## config.mk

```make
export PLATFORM = sky130hd
export DESIGN_NAME = prio_encoder_seq
export DESIGN_NICKNAME = d
export VERILOG_FILES = /design/src/rtl/prio_encoder_seq.sv
export SDC_FILE = /design/constraint.sdc
export NUM_CORES = 1
export LEC_CHECK = 0
export ABC_CLOCK_PERIOD_IN_PS = 1600
export CAP_MARGIN = 10
export CORE_MARGIN = 5
export CORE_UTILIZATION = 44
export DETAILED_ROUTE_END_ITERATION = 10
export GPL_ROUTABILITY_DRIVEN = 1
export PLACE_DENSITY_LB_ADDON = 0.2
export REMOVE_ABC_BUFFERS = 1
export SYNTH_ARGS = -nofsm -noshare
export SYNTH_HDL_FRONTEND = slang
export SYNTH_SLANG_ARGS = --single-unit
```

## constraint.sdc

```tcl
create_clock -name clk -period 1.6 [get_ports clk]
set_input_delay 0.4 -clock clk [delete_from_list [all_inputs] [get_ports clk]]
set_output_delay 0.4 -clock clk [all_outputs]
set_load 0.05 [all_outputs]
```

## src/rtl/prio_encoder_seq.sv

```systemverilog
// prio_encoder_seq
//   Registered, handshaked priority encoder. A request vector is captured
//   through a valid/ready handshake and then drained one index per accepted
//   beat, highest-priority set bit first, clearing each bit as it is emitted.
//   An all-zero capture produces a single beat flagged with out_none.
//
// Parameters
//   N    request vector width (N >= 2)
//   IW   index width, $clog2(N), derived
//
// Ports
//   clk        in   1   clock, rising edge
//   rst_n      in   1   asynchronous active-low reset
//   in_vec     in   N   request vector
//   in_valid   in   1   in_vec valid
//   in_ready   out  1   block can capture a vector
//   out_idx    out  IW  index of current highest-priority pending bit
//   out_none   out  1   captured vector was all-zero (out_idx = 0)
//   out_last   out  1   final beat for the captured vector
//   out_valid  out  1   out_idx/out_none/out_last valid
//   out_ready  in   1   consumer accepts the beat
//
// Configuration
//   PENC_LSB_PRIORITY_EN  defined: lowest set bit drains first.
//                         undefined (default): highest set bit drains first.
//
// State     | meaning
// ----------+--------------------------------------------------------------
// ST_IDLE   | waiting for a vector; in_ready = 1, out_valid = 0
// ST_DRAIN  | emitting one index per accepted beat; in_ready = 0

module prio_encoder_seq #(
    parameter int N = 8,
    localparam int IW = $clog2(N)
) (
    input  logic          clk,
    input  logic          rst_n,
    input  logic [N-1:0]  in_vec,
    input  logic          in_valid,
    output logic          in_ready,
    output logic [IW-1:0] out_idx,
    output logic          out_none,
    output logic          out_last,
    output logic          out_valid,
    input  logic          out_ready
);

    typedef enum logic {
        ST_IDLE  = 1'b0,
        ST_DRAIN = 1'b1
    } state_t;

    state_t        state_q, state_d;
    logic [N-1:0]  vec_q, vec_d;
    logic [N-1:0]  clr_mask;
    logic          in_ready_q, in_ready_d;
    logic          out_valid_q, out_valid_d;
    logic [IW-1:0] out_idx_q, out_idx_d;
    logic          out_none_q, out_none_d;
    logic          out_last_q, out_last_d;

    function automatic logic [IW-1:0] pick_idx(input logic [N-1:0] v);
        logic [IW-1:0] idx;
        idx = '0;
`ifdef PENC_LSB_PRIORITY_EN
        // Descending scan: the last hit is the lowest set bit.
        for (int i = N - 1; i >= 0; i--) begin
            if (v[i]) idx = IW'(i);
        end
`else
        // Ascending scan: the last hit is the highest set bit.
        for (int i = 0; i < N; i++) begin
            if (v[i]) idx = IW'(i);
        end
`endif
        return idx;
    endfunction

    always_comb begin
        state_d  = state_q;
        vec_d    = vec_q;
        clr_mask = N'(1) << out_idx_q;

        case (state_q)
            ST_IDLE: begin
                if (in_valid) begin
                    vec_d   = in_vec;
                    state_d = ST_DRAIN;
                end
            end
            ST_DRAIN: begin
                if (out_ready) begin
                    vec_d = vec_q & ~clr_mask;
                    if (out_last_q) begin
                        vec_d   = '0;
                        state_d = ST_IDLE;
                    end
                end
            end
            default: begin
                vec_d   = '0;
                state_d = ST_IDLE;
            end
        endcase

        // Outputs are decoded from the next held vector so they can be
        // registered; nothing from in_vec reaches them combinationally.
        in_ready_d  = (state_d == ST_IDLE);
        out_valid_d = (state_d == ST_DRAIN);
        out_idx_d   = (state_d == ST_DRAIN) ? pick_idx(vec_d) : '0;
        out_none_d  = (state_d == ST_DRAIN) && (vec_d == '0);
        // At most one bit left: clearing the lowest set bit leaves zero.
        out_last_d  = (state_d == ST_DRAIN) && ((vec_d & (vec_d - N'(1))) == '0);
    end

    always_ff @(posedge clk or negedge rst_n) begin
        if (!rst_n) begin
            state_q     <= ST_IDLE;
            vec_q       <= '0;
            in_ready_q  <= 1'b1;
            out_valid_q <= 1'b0;
            out_idx_q   <= '0;
            out_none_q  <= 1'b0;
            out_last_q  <= 1'b0;
        end else begin
            state_q     <= state_d;
            vec_q       <= vec_d;
            in_ready_q  <= in_ready_d;
            out_valid_q <= out_valid_d;
            out_idx_q   <= out_idx_d;
            out_none_q  <= out_none_d;
            out_last_q  <= out_last_d;
        end
    end

    assign in_ready  = in_ready_q;
    assign out_valid = out_valid_q;
    assign out_idx   = out_idx_q;
    assign out_none  = out_none_q;
    assign out_last  = out_last_q;

endmodule

```

==> flow_metrics.tcl, run 1 <==
set metrics [dict create \
    nets 156 \
    ios 19 \
    final-setup-viol-count 5 \
    grt_first_pass_wirelength_mm 4.08 \
    hp-class "primary input to asynchronous set/reset pin" \
    clk-insertion-delay-late_ns 0.28 \
    htreeDepth 1 \
    grt_max_degree 16 \
    nFillCells 136 \
    status "finished with violations" \
    cp_slowest_cell "dlygate4sd2_1" \
    yosysSeqAreaShare 0.415 \
    antenna_found_initial 0 \
    required_ns 1.79 \
    synth_most_common_cell "dfrtp_1" \
    ant_nets 0 \
    worst_path_dominant_cell_family "compound AO/OA/AOI/OAI gates" \
    syn_to_final_growth_pct 68.9 \
    synth_top_area_cell "dfrtp_1" \
    synth_top_area_frac 0.386 \
    cap_violations 0 \
    finalSetupTns_ns -0.624 \
    grt_util_met3 0.0303 \
    worst_slew_pin_slew_ns 0.417 \
    ys.flop_type "dfrtp_1" \
    critPathMaxStageDelay_ns 0.37 \
    p_leak_nw 0.707 \
    start_util 0.463 \
    relSlewSlack 0.719 \
    fin_skew_ns 0.00554 \
    layout-drive-gt1-share 0.510 \
    path_buf_inv 2 \
    drc 0 \
    wl_mm 2.90 \
    die-area_sq_um 3070 \
    synth-async-reset-ratio 1.00 \
    port-buffer-count 18 \
    start_kind "primary input" \
    via_per_inst 5.66 \
    post_dp_cell_area_sq_um 1360 \
    die_w_um 55.4 \
    post-route-period-util 1.15 \
    root_buffer "clkbuf_4" \
    crit_chain "dlygate4sd2_1, buf_4, nand4b_1, o21ai_1, o32a_1, nand3_2, a311oi_1" \
    powerDensity_nw_per_um2 2280 \
    arrival_ns 2.03 \
    synth_edf_count 0 \
    setup_slack_ns -0.248 \
    core_area_sq_um 1960 \
    clock.fmax_ghz 0.541 \
    rows 16 \
    place_inst 158 \
    ys_ff_latch 15 \
    dr.first_iter.drc_count 27 \
    layout_min_cycle_time_ns 1.85 \
    synthCells 90 \
    clock_sinks 15 \
    cts_tree "built" \
    final_cell_area_sq_um 1530 \
    layoutNonFillerInstCount 170 \
    clockBufferDepth 2 \
    peakVddDrop_uv 1360 \
    synth_area_leaders "dfrtp_1 (39%), mux2i_1 (7.7%), o32a_2 (3.7%)" \
    clkTransAtPathRegs_ns 0.09 \
    violations "negative setup slack" \
    dpl.hpwl_mm 1.74 \
    grt_use_met1 0.201 \
    wl_per_cell_um 17.0 \
    grt_use_total 0.168 \
    synth_common_cells "dfrtp_1 (14), inv_1 (8), mux2i_1 (7)" \
    firstDrtPassIters 7 \
    total_power_mw 3.49 \
    dp_slack_ns -0.646 \
    synth.avg_cell_area_sq_um 10.1 \
    endpoint_kind "flop" \
    rsz0062_at_grt "yes" \
    yosys_warnings 0 \
    cts_buffers 3 \
    hold_violations 0 \
    die_h_um 55.4 \
    slew_viol_final 0 \
    busiest_layer "met2" \
    syn-cell-area_sq_um 908 \
    grt_pass1_vias 892 \
    synth.distinct_cells 36 \
    crit_fanout 7 \
    gr-total-overflow 0 \
    gp_congestion 0.869 \
    crit_type "primary input to flop" \
    grtUsageMet2 0.291 \
    via_count 963 \
    diodes 0 \
]
## what timing repair did
| action | CTS | global route |
|---|---|---|
| resized for setup | 14 | 17 |
| pin swaps | 8 | 12 |
| hold buffers | 0 | 0 |
| buffers inserted | 5 | 4 |
| endpoints found under the setup margin | 7 | 7 |
| endpoints found under the hold margin | 0 | 0 |
## metal layers
layer  vias up  part of all wire  wire, um
li1        446                 -         -
met1       462              0.41      1190
met2        41              0.50      1440
met3        14             0.047       135
met4         0             0.045       129
met5         -                 0         0
## worst paths after layout
path / slack, ns / endpoint / from / depth (start not counted)
worst max-delay path: -0.25 / out_last / out_ready / 7
worst min-delay path: 0.42 / out_last / rst_n / 2
worst max register to register: -0.22 / out_last / out_idx[0] / 6
worst min register to register: 0.62 / vec_q[0] / vec_q[0] / 2
max in group asynchronous: 0.94 / in_ready / rst_n / 2
min in group clk: 0.62 / vec_q[0] / vec_q[0] / 2
## logic make-up after synthesis
kind of cell / count (synthesis) / synth area share
simple gates: 26 / 0.194
compound gates: 27 / 0.222
flops: 15 / 0.415
buf+inv: 14 / 0.0799
fa+ha+maj: 1 / 0.0124
mux: 7 / 0.0771
## registers in the layout, indices dropped and copies added (netlist names)
register and flops:
vec_q 8, out_idx 3, in_ready 1, out_last 1, out_none 1, out_valid 1
## power breakdown
group / total, mW / internal (mW) / switching [mW]
Clock: 0.205 / 0.0927 / 0.113
Combinational: 2.54 / 1.31 / 1.23
Sequential: 0.748 / 0.566 / 0.182
## layout make-up
cell class                      instances  area [sq um]  share of cell area
Timing Repair Buffer                   53           529               0.345
Clock inverter                          1          5.00             0.00326
Multi-Input combinational cell         61           523               0.341
Clock buffer                            3          22.5              0.0147
Tap cell                               27          33.8              0.0220
Inverter                               10          40.0              0.0261
Sequential cell                        15           380               0.248
## through the flow
stage,util,hold WS [ns]
after global routing,0.782,0.426
after global placement,0.693,0.564
after floorplan,-,0.104
final,0.782,0.421
after detailed placement,0.693,0.568
after CTS,0.742,0.414
## cell usage in the layout, fill, tap and decap left out, types with 2 or more instances in the layout
master and count:
o21ai_0 2, a21oi_1 5, mux2i_1 7, clkbuf_4 3, o21ai_2 2, buf_6 6
nand4_1 2, nand2_1 2, nor2_1 3, a31oi_2 2, dfrtp_2 3, buf_4 29
inv_1 8, buf_12 7, o211ai_1 2, nand3_1 5, o21ai_1 2, o32a_2 2
dfrtp_1 11, clkdlybuf4s50_1 9
Note: power is estimated with default switching activity, not from simulation.
==> run 2, diff against run 1 <==
--- a/config.mk
+++ b/config.mk
@@ -8,11 +8,13 @@
 export ABC_CLOCK_PERIOD_IN_PS = 1600
 export CAP_MARGIN = 10
 export CORE_MARGIN = 5
-export CORE_UTILIZATION = 44
+export CORE_UTILIZATION = 45
+export CTS_BUF_LIST = sky130_fd_sc_hd__clkbuf_8
 export DETAILED_ROUTE_END_ITERATION = 10
 export GPL_ROUTABILITY_DRIVEN = 1
 export PLACE_DENSITY_LB_ADDON = 0.2
 export REMOVE_ABC_BUFFERS = 1
+export SLEW_MARGIN = 20
 export SYNTH_ARGS = -nofsm -noshare
 export SYNTH_HDL_FRONTEND = slang
 export SYNTH_SLANG_ARGS = --single-unit
==> run 2 against run 1 <==
Against the previous run: the flow still finishes with violations (negative setup slack); clock skew decreased by 0.0036 ns; utilization decreased by 0.22 points; clock power increased by 45%; first-iteration DRC count decreased by 48%; cell area decreased by 1.3%; critical path depth decreased by 2; routed wire length decreased by 7.4%; global-route usage increased by 2.6 points; flip-flop and latch count unchanged; non-clock buffer count decreased by 4; critical path type is now flop to flop; critical endpoint unchanged; highest routed layer unchanged.
==> flow_metrics.tcl, run 2 (synthesis gave the netlist of run 1 again) <==
set metrics [dict create \
    nets 152 \
    root_buffer "clkbuf_8" \
    wl_per_cell_um 16.2 \
    diodes 0 \
    layout_min_cycle_time_ns 1.77 \
    wl_met1_mm 1.16 \
    drc 0 \
    dr.first_iter.drc_count 14 \
    status "finished with violations" \
    endpoint_kind "flop" \
    final-setup-viol-count 2 \
    ant_nets 0 \
    grt_use_total 0.194 \
    crit_fanout 7 \
    via_count 897 \
    port-buffer-count 18 \
    cap_violations 0 \
    worst_slew_pin_slew_ns 0.287 \
    hp-class "primary input to asynchronous set/reset pin" \
    gp_congestion 0.868 \
    cts_tree "built" \
    peakVddDrop_uv 1550 \
    fin_skew_ns 0.00198 \
    post-route-period-util 1.10 \
    clk-insertion-delay-late_ns 0.25 \
    clockBufferDepth 2 \
    fin_hold_ws_ns 0.462 \
    htreeDepth 1 \
    wl_met3_um 94 \
    hold_violations 0 \
    setup_slack_ns -0.167 \
    core_area_sq_um 1940 \
    die-area_sq_um 3020 \
    gr-total-overflow 0 \
    antenna_found_initial 0 \
    slew_viol_final 0 \
    regMostFlops "vec_q" \
    cts_hold_buf 0 \
    start_kind "flop" \
    wl_mm 2.68 \
    grt_pass1_vias 893 \
    cts_buffers 3 \
    start_util 0.468 \
    powerDensity_nw_per_um2 2290 \
    layout_commonest_cell "buf_4" \
    layout-drive-gt1-share 0.475 \
    clkTransAtPathRegs_ns 0.06 \
    rsz0062_at_grt "yes" \
    crit_type "flop to flop" \
    grt_max_degree 16 \
    clock_sinks 15 \
    layout_common_cells "buf_4 (26), dfrtp_1 (11), inv_1 (8), clkdlybuf4s50_1 (8)" \
    top_layer "met4" \
    die_h_um 54.9 \
    firstDrtPassIters 4 \
    dp_slack_ns -0.725 \
    relSlewSlack 0.807 \
    die_w_um 54.9 \
    rows 16 \
    arrival_ns 1.88 \
    violations "negative setup slack" \
    dr_wl_met2_mm 1.40 \
    p_leak_nw 0.701 \
    via_per_inst 5.40 \
    ios 19 \
    largest_reg_flops 8 \
    required_ns 1.71 \
    grt_first_pass_wirelength_mm 4.13 \
    syn_to_final_growth_pct 66.7 \
    dpl.hpwl_mm 1.82 \
    clock.fmax_ghz 0.566 \
]
==> run 2: worst max-delay path, stage by stage (launching register included) <==
cell	delay (ns)
dfrtp_2	0.45
and4bb_2	0.25
o32a_4	0.40
maj3_2	0.32
a21oi_2	0.16
a311oi_2	0.05
==> run 2: path summary, 6_finish.rpt <==
check	start	to	slack, ns	cells past startpoint
max	out_idx[1]	out_last	-0.17	5
min	rst_n	out_last	0.46	2
max reg2reg	out_idx[1]	out_last	-0.17	5
min reg2reg	vec_q[0]	out_none	0.64	3
max in group asynchronous	rst_n	in_ready	0.90	2
min in group clk	vec_q[0]	out_none	0.64	3
==> run 2: area by class of cell <==
| class | count | area (sq um) |
|---|---|---|
| multi-input cells | 61 | 512 |
| fillers | 129 | 428 |
| repair buffers | 49 | 500 |
| clock buffers | 3 | 41.3 |
| flip-flops and latches | 15 | 380 |
| clock inverters | 1 | 3.75 |
| well taps | 27 | 33.8 |
| inverters | 10 | 42.5 |
==> run 2: repair_timing <==
action                     4_1_cts  5_1_grt
gates resized for setup          9       22
pin swaps                        3       19
setup endpoints to repair        9        5
gates cloned                     0        0
buffers inserted                 2        7
==> run 2: routing by layer <==
layer	global-route usage	vias up
met5	0	-
met4	0.0850	0
met3	0.00804	2
met2	0.325	27
met1	0.262	432
li1	-	436
==> run 2: power by group <==
group	switching, mW	leakage [nW]	internal, mW	total [mW]
registers	0.172	0.184	0.567	0.739
clock network	0.127	0.0269	0.170	0.297
logic	1.20	0.490	1.23	2.43
total	1.49	0.701	1.97	3.46
==> run 2: per-stage QoR <==
step	TNS (ns)	cells	utilization	instance area, sq um	total power, mW
after CTS	-0.261	162	0.727	1410	3.13
after detailed placement	-4.97	156	0.693	1350	2.73
after global placement	-4.65	156	0.693	1350	2.67
after global routing	-0.568	166	0.780	1510	3.65
final	-0.317	166	0.780	1510	3.46
after floorplan	-1.81	86	-	873	1.72
==> run 3, diff against run 2 <==
--- a/config.mk
+++ b/config.mk
@@ -14,7 +14,6 @@
 export GPL_ROUTABILITY_DRIVEN = 1
 export PLACE_DENSITY_LB_ADDON = 0.2
 export REMOVE_ABC_BUFFERS = 1
-export SLEW_MARGIN = 20
 export SYNTH_ARGS = -nofsm -noshare
 export SYNTH_HDL_FRONTEND = slang
 export SYNTH_SLANG_ARGS = --single-unit
==> results of run 3 <==
No change in the layout: final DEF, timing and power equal those of run 2.
